`src/rtl/serial_operand_shifter.sv`:
```
// serial_operand_shifter
// Parallel-in/serial-out operand feeder for a bit-serial adder. Two WIDTH-bit
// operands are captured on a start strobe and then presented one LSB-first bit
// pair per clock. The block also drives the carry flip-flop enable (bit_valid)
// and a carry-clear strobe that accompanies bit 0. A one-cycle done pulse
// follows the last bit.
//
// Optional feature (macro SERIAL_SHIFTER_RECIRC_EN):
//   defined   - the shift registers rotate right, so the loaded operands are
//               back in place after the final bit.
//   undefined - the shift registers zero-fill and are empty after the final bit.
// The serial bit streams are the same in both builds.
//
// Parameters:
//   WIDTH - operand width, 1..15.
//   CNT_W - bit-index counter width, with 2**CNT_W > WIDTH.

`default_nettype none

module serial_operand_shifter #(
    parameter int WIDTH = 8,
    parameter int CNT_W = 4
) (
    input  logic             clk,
    input  logic             reset,
    input  logic             start,
    input  logic [WIDTH-1:0] a_in,
    input  logic [WIDTH-1:0] b_in,
    output logic             a_bit,
    output logic             b_bit,
    output logic             bit_valid,
    output logic             carry_clr,
    output logic [CNT_W-1:0] bit_idx,
    output logic             busy,
    output logic             done,
    output logic [WIDTH-1:0] a_sr_q,
    output logic [WIDTH-1:0] b_sr_q
);

    // Index of the final bit; the counter wraps back to zero from here.
    localparam logic [CNT_W-1:0] LAST_IDX = CNT_W'(WIDTH - 1);

    typedef enum logic [1:0] {
        ST_IDLE  = 2'd0,
        ST_SHIFT = 2'd1,
        ST_DONE  = 2'd2
    } state_t;

    state_t           r_state;
    state_t           w_nextState;

    logic [WIDTH-1:0] r_aSr;
    logic [WIDTH-1:0] r_bSr;
    logic [CNT_W-1:0] r_cnt;

    logic             w_load;
    logic             w_lastBit;
    logic [WIDTH-1:0] w_aShifted;
    logic [WIDTH-1:0] w_bShifted;

    // A new operation may only begin from IDLE or DONE; start is ignored while shifting.
    assign w_load    = start && ((r_state == ST_IDLE) || (r_state == ST_DONE));
    assign w_lastBit = (r_cnt == LAST_IDX);

`ifdef SERIAL_SHIFTER_RECIRC_EN
    // Rotate right so bit 0 re-enters at the MSB; written with shifts so WIDTH=1 is legal.
    assign w_aShifted = (r_aSr >> 1) | (r_aSr << (WIDTH - 1));
    assign w_bShifted = (r_bSr >> 1) | (r_bSr << (WIDTH - 1));
`else
    // Zero-fill shift; the registers drain to zero over one operation.
    assign w_aShifted = r_aSr >> 1;
    assign w_bShifted = r_bSr >> 1;
`endif

    // State register; reset wins over any concurrent start.
    always_ff @(posedge clk) begin
        if (reset) begin
            r_state <= ST_IDLE;
        end else begin
            r_state <= w_nextState;
        end
    end

    // Next-state decode: IDLE waits for start, SHIFT runs WIDTH cycles, DONE may chain straight into a new load.
    always_comb begin
        w_nextState = r_state;
        case (r_state)
            ST_IDLE: begin
                if (start) begin
                    w_nextState = ST_SHIFT;
                end
            end
            ST_SHIFT: begin
                if (w_lastBit) begin
                    w_nextState = ST_DONE;
                end
            end
            ST_DONE: begin
                if (start) begin
                    w_nextState = ST_SHIFT;
                end else begin
                    w_nextState = ST_IDLE;
                end
            end
            default: begin
                w_nextState = ST_IDLE;
            end
        endcase
    end

    // Operand shift registers and bit counter: load on an accepted start, shift once per SHIFT cycle.
    always_ff @(posedge clk) begin
        if (reset) begin
            r_aSr <= '0;
            r_bSr <= '0;
            r_cnt <= '0;
        end else if (w_load) begin
            r_aSr <= a_in;
            r_bSr <= b_in;
            r_cnt <= '0;
        end else if (r_state == ST_SHIFT) begin
            r_aSr <= w_aShifted;
            r_bSr <= w_bShifted;
            if (w_lastBit) begin
                r_cnt <= '0;
            end else begin
                r_cnt <= r_cnt + 1'b1;
            end
        end
    end

    // Moore output decode; everything idles low outside the state that drives it.
    always_comb begin
        a_bit     = 1'b0;
        b_bit     = 1'b0;
        bit_valid = 1'b0;
        carry_clr = 1'b0;
        bit_idx   = '0;
        busy      = 1'b0;
        done      = 1'b0;
        case (r_state)
            ST_SHIFT: begin
                busy      = 1'b1;
                bit_valid = 1'b1;
                a_bit     = r_aSr[0];
                b_bit     = r_bSr[0];
                bit_idx   = r_cnt;
                carry_clr = (r_cnt == '0);
            end
            ST_DONE: begin
                done = 1'b1;
            end
            default: begin
            end
        endcase
    end

    assign a_sr_q = r_aSr;
    assign b_sr_q = r_bSr;

endmodule

`default_nettype wire

```
`config.mk`:
```
export PLATFORM = sky130hd
export DESIGN_NAME = serial_operand_shifter
export DESIGN_NICKNAME = d
export VERILOG_FILES = /design/src/rtl/serial_operand_shifter.sv
export SDC_FILE = /design/constraint.sdc
export NUM_CORES = 1
export LEC_CHECK = 0
export ABC_AREA = 1
export CAP_MARGIN = 20
export CORE_MARGIN = 5
export CORE_UTILIZATION = 46
export CTS_CLUSTER_SIZE = 25
export DETAILED_ROUTE_END_ITERATION = 7
export PLACE_DENSITY = 0.93
export SKIP_CTS_REPAIR_TIMING = 1
export SYNTH_ARGS = -nofsm -noshare
export SYNTH_HDL_FRONTEND = slang
export SYNTH_SLANG_ARGS = --single-unit
```
`constraint.sdc`:
```
create_clock -name clk -period 1.7 [get_ports clk]
set_clock_uncertainty 0.1 [all_clocks]
set_input_delay 0.34 -clock clk [delete_from_list [all_inputs] [get_ports clk]]
set_output_delay 0.34 -clock clk [all_outputs]
set_load 0.1 [all_outputs]
```
==> results.py, run 1 <==
metrics = {
    "logic_synthesis": {
        "ys_seq_elements": 22,
        "syn_avg_cell_area_um2": 6.47,
        "synth_area_leaders": "dfxtp_1, nand2_1, nand3_1, inv_1, nor2_1",
        "syn_inst": 179,
        "synth_top_area_share_pct": 38.0,
        "yosys_warnings": 0,
        "syn_area_um2": 1160,
        "synth_top_cell_by_area": "dfxtp_1",
        "ys_seq_area_share_pct": 38.0,
        "synth.distinct_cells": 20,
        "syn_nets": 200,
    },
    "die": {
        "rows": 18,
        "start_util_pct": 47.6,
        "die_w_um": 60.2,
        "core_area_um2": 2430,
        "die_area_um2": 3620,
        "io_pins": 45,
        "die_h_um": 60.2,
    },
    "clocking": {
        "clock_latency_ps": 310,
        "cts_made_buffers": 3,
        "clock_path_buffers": 2,
        "cts_tree": "done",
        "cts.sinks": 22,
        "clkTransAtPathRegs_ps": 120,
        "root_buffer": "clkbuf_4",
        "htree_num_levels": 1,
    },
    "worst_setup_path": {
        "crit_path_start": "r_cnt[1]",
        "path_delay_family": "flip-flops",
        "startpoint_type": "flip-flop",
        "worstReg2RegStart": "r_state[0]",
        "crit_path_end": "carry_clr",
        "cp_num_cells": 5,
        "max_stage_delay_ps": 350,
        "cp_data_required_time_ps": 1260,
        "r2r_cells": 5,
        "path_cells": "inv_2 > ha_4 > nand2_4 > nor3_4 > buf_12",
        "cp.arrival_ps": 1370,
        "crit_fanout": 3,
        "crit_type": "flip-flop to output port",
        "endpoint_kind": "output port",
        "critPathSlowestCell": "dfxtp_2",
        "critPathBufInv": 2,
        "r2r_setup_slack_ps": 140,
        "r2r_end": "r_cnt[2]",
    },
    "final_layout": {
        "synthToLayoutAreaGrowth_pct": 82.4,
        "final_cell_area_um2": 2110,
        "nets": 260,
        "instances_no_fill": 268,
        "drive_gt1_share_pct": 31.9,
        "postLayoutCoreUtil_pct": 86.9,
        "antennaDiodeCount": 0,
    },
    "outcome": {
        "outcome": "finished, violations left",
        "violations": "negative setup slack",
    },
    "timing": {
        "finalMaxSlewViolations": 0,
        "slew_headroom_pct": 78.2,
        "rsz0062_at_grt": "yes",
        "period_share_pct": 106,
        "fmax_ghz": 0.554,
        "setup_viol": 5,
        "period_needed_ps": 1810,
        "setup_slack_ps": -106,
        "timing.setup.tns_ps": -285,
        "whs_ps": 451,
        "hold_viol_final": 0,
        "worst_pin_slew_ps": 323,
    },
    "hold_path": {
        "hold_path_class": "flip-flop to flip-flop",
    },
    "place": {
        "gp_congestion": 0.821,
        "numPlacedInstances": 254,
        "post_dp_cell_area_um2": 1970,
        "portBuffers": 44,
        "dp_hpwl_um": 2630,
    },
    "grt": {
        "overflow": 0,
        "grt_usage_pct": 20.3,
        "grt_pass1_vias": 1246,
        "grt_pass1_wl_um": 5430,
        "antenna_found_initial": 0,
        "grt_start_max_net_pins": 18,
    },
    "routing": {
        "via_count": 1482,
        "postRouteAntennaNets": 0,
        "routed_via_density": 5.53,
        "drc_errors": 0,
        "drt_iter0_drc": 64,
        "drtPass1Iterations": 4,
        "drt-total-wl_um": 4370,
        "post_drt_wl_per_cell_um": 16.3,
    },
    "power_and_ir_drop": {
        "power.density_nw_per_um2": 781,
        "power.leakage_uw": 0.000950,
        "ir_drop_v": 0.000604,
    },
    "run": {
        "maxCapViolations": 0,
    },
}
## worst reg2reg max path, cell delays in order (launching register included)
cell and delay [ps]:
dfxtp_4 430, buf_4 220, nor2_2 80, nor2_1 240, o21ai_0 200, a21oi_1 210
## cell usage in the layout (no fill, tap or decap), drive strengths merged
cell type | synthesis | routed
nor4 | 1 | 1
nor3 | 1 | 1
clkinvlp | 0 | 2
a21oi | 14 | 14
ha | 2 | 2
inv | 32 | 30
nor2 | 21 | 21
dfxtp | 22 | 22
nand2 | 45 | 46
clkdlybuf4s50 | 0 | 18
buf | 8 | 45
clkbuf | 1 | 4
nand3 | 24 | 24
o21ai | 8 | 8
## final cells by class
| class | count | area [µm²] |
|---|---|---|
| clock buffer | 4 | 26.3 |
| inverter | 32 | 133 |
| multi-input combinational | 117 | 614 |
| sequential | 22 | 455 |
| fill | 109 | 319 |
| tap | 30 | 37.5 |
| timing repair buffer | 63 | 847 |
## where the power goes
part / internal, µW / total (µW) / leakage (µW) / switching (µW)
logic: 291 / 789 / 0.000751 / 499
clock network: 91.6 / 251 / 0.0000150 / 160
registers: 554 / 610 / 0.000184 / 55.5
total: 937 / 1650 / 0.000950 / 714
## worst min path at each step
stage,slack [ps],cells after the start,startpoint,end
global route,480,2,b_sr_q[6],b_sr_q[6]
detailed placement,420,2,b_sr_q[7],b_sr_q[7]
finish,450,2,b_sr_q[3],b_sr_q[3]
global placement,400,2,b_sr_q[7],b_sr_q[7]
floorplan,310,1,reset,a_sr_q[1]
CTS,440,2,r_cnt[2],r_cnt[2]
## cells in the mapped netlist (all sizes together)
cell,n
o21ai,8
nand2,45
nand3,24
dfxtp,22
a21oi,14
inv,32
nor4,1
ha,2
nor2,21
nor3,1
clkbuf,1
buf,8
## stage by stage
stage,total power [µW],setup WS [ps]
after floorplan,1060,-226
after global placement,1330,92.8
after detailed placement,1350,-17.1
after CTS,1590,-163
after global routing,1700,-140
final,1650,-106
## per-layer routing
| metal | global-route usage [%] | wire length [µm] | part of all wire [%] |
|---|---|---|---|
| met1 | 23.2 | 1530 | 35 |
| met2 | 36.0 | 2290 | 52 |
| met3 | 2.16 | 368 | 8.4 |
| met4 | 12.0 | 186 | 4.3 |
| met5 | 0 | 0 | 0 |
## kinds of logic (layout without fill, tap and decap cells)
group | count (synthesis) | after routing | synth area share [%]
simple gates | 92 | 93 | 34.4
compound gates | 22 | 22 | 9.50
fa+ha+maj | 2 | 2 | 2.16
buf+inv | 41 | 99 | 15.9
flops | 22 | 22 | 38.0
## flip-flops by register name, summed over array words and instances, names as in the netlist
signal	cells
r_cnt	4
a_sr_q	8
b_sr_q	8
r_state	2
(Power assumes the default switching activity.)
==> run 2: changes to the inputs <==
- HOLD_SLACK_MARGIN: unset -> 0.03
==> results of run 2 <==
Final layout, timing and power as in run 1 (identical DEF).
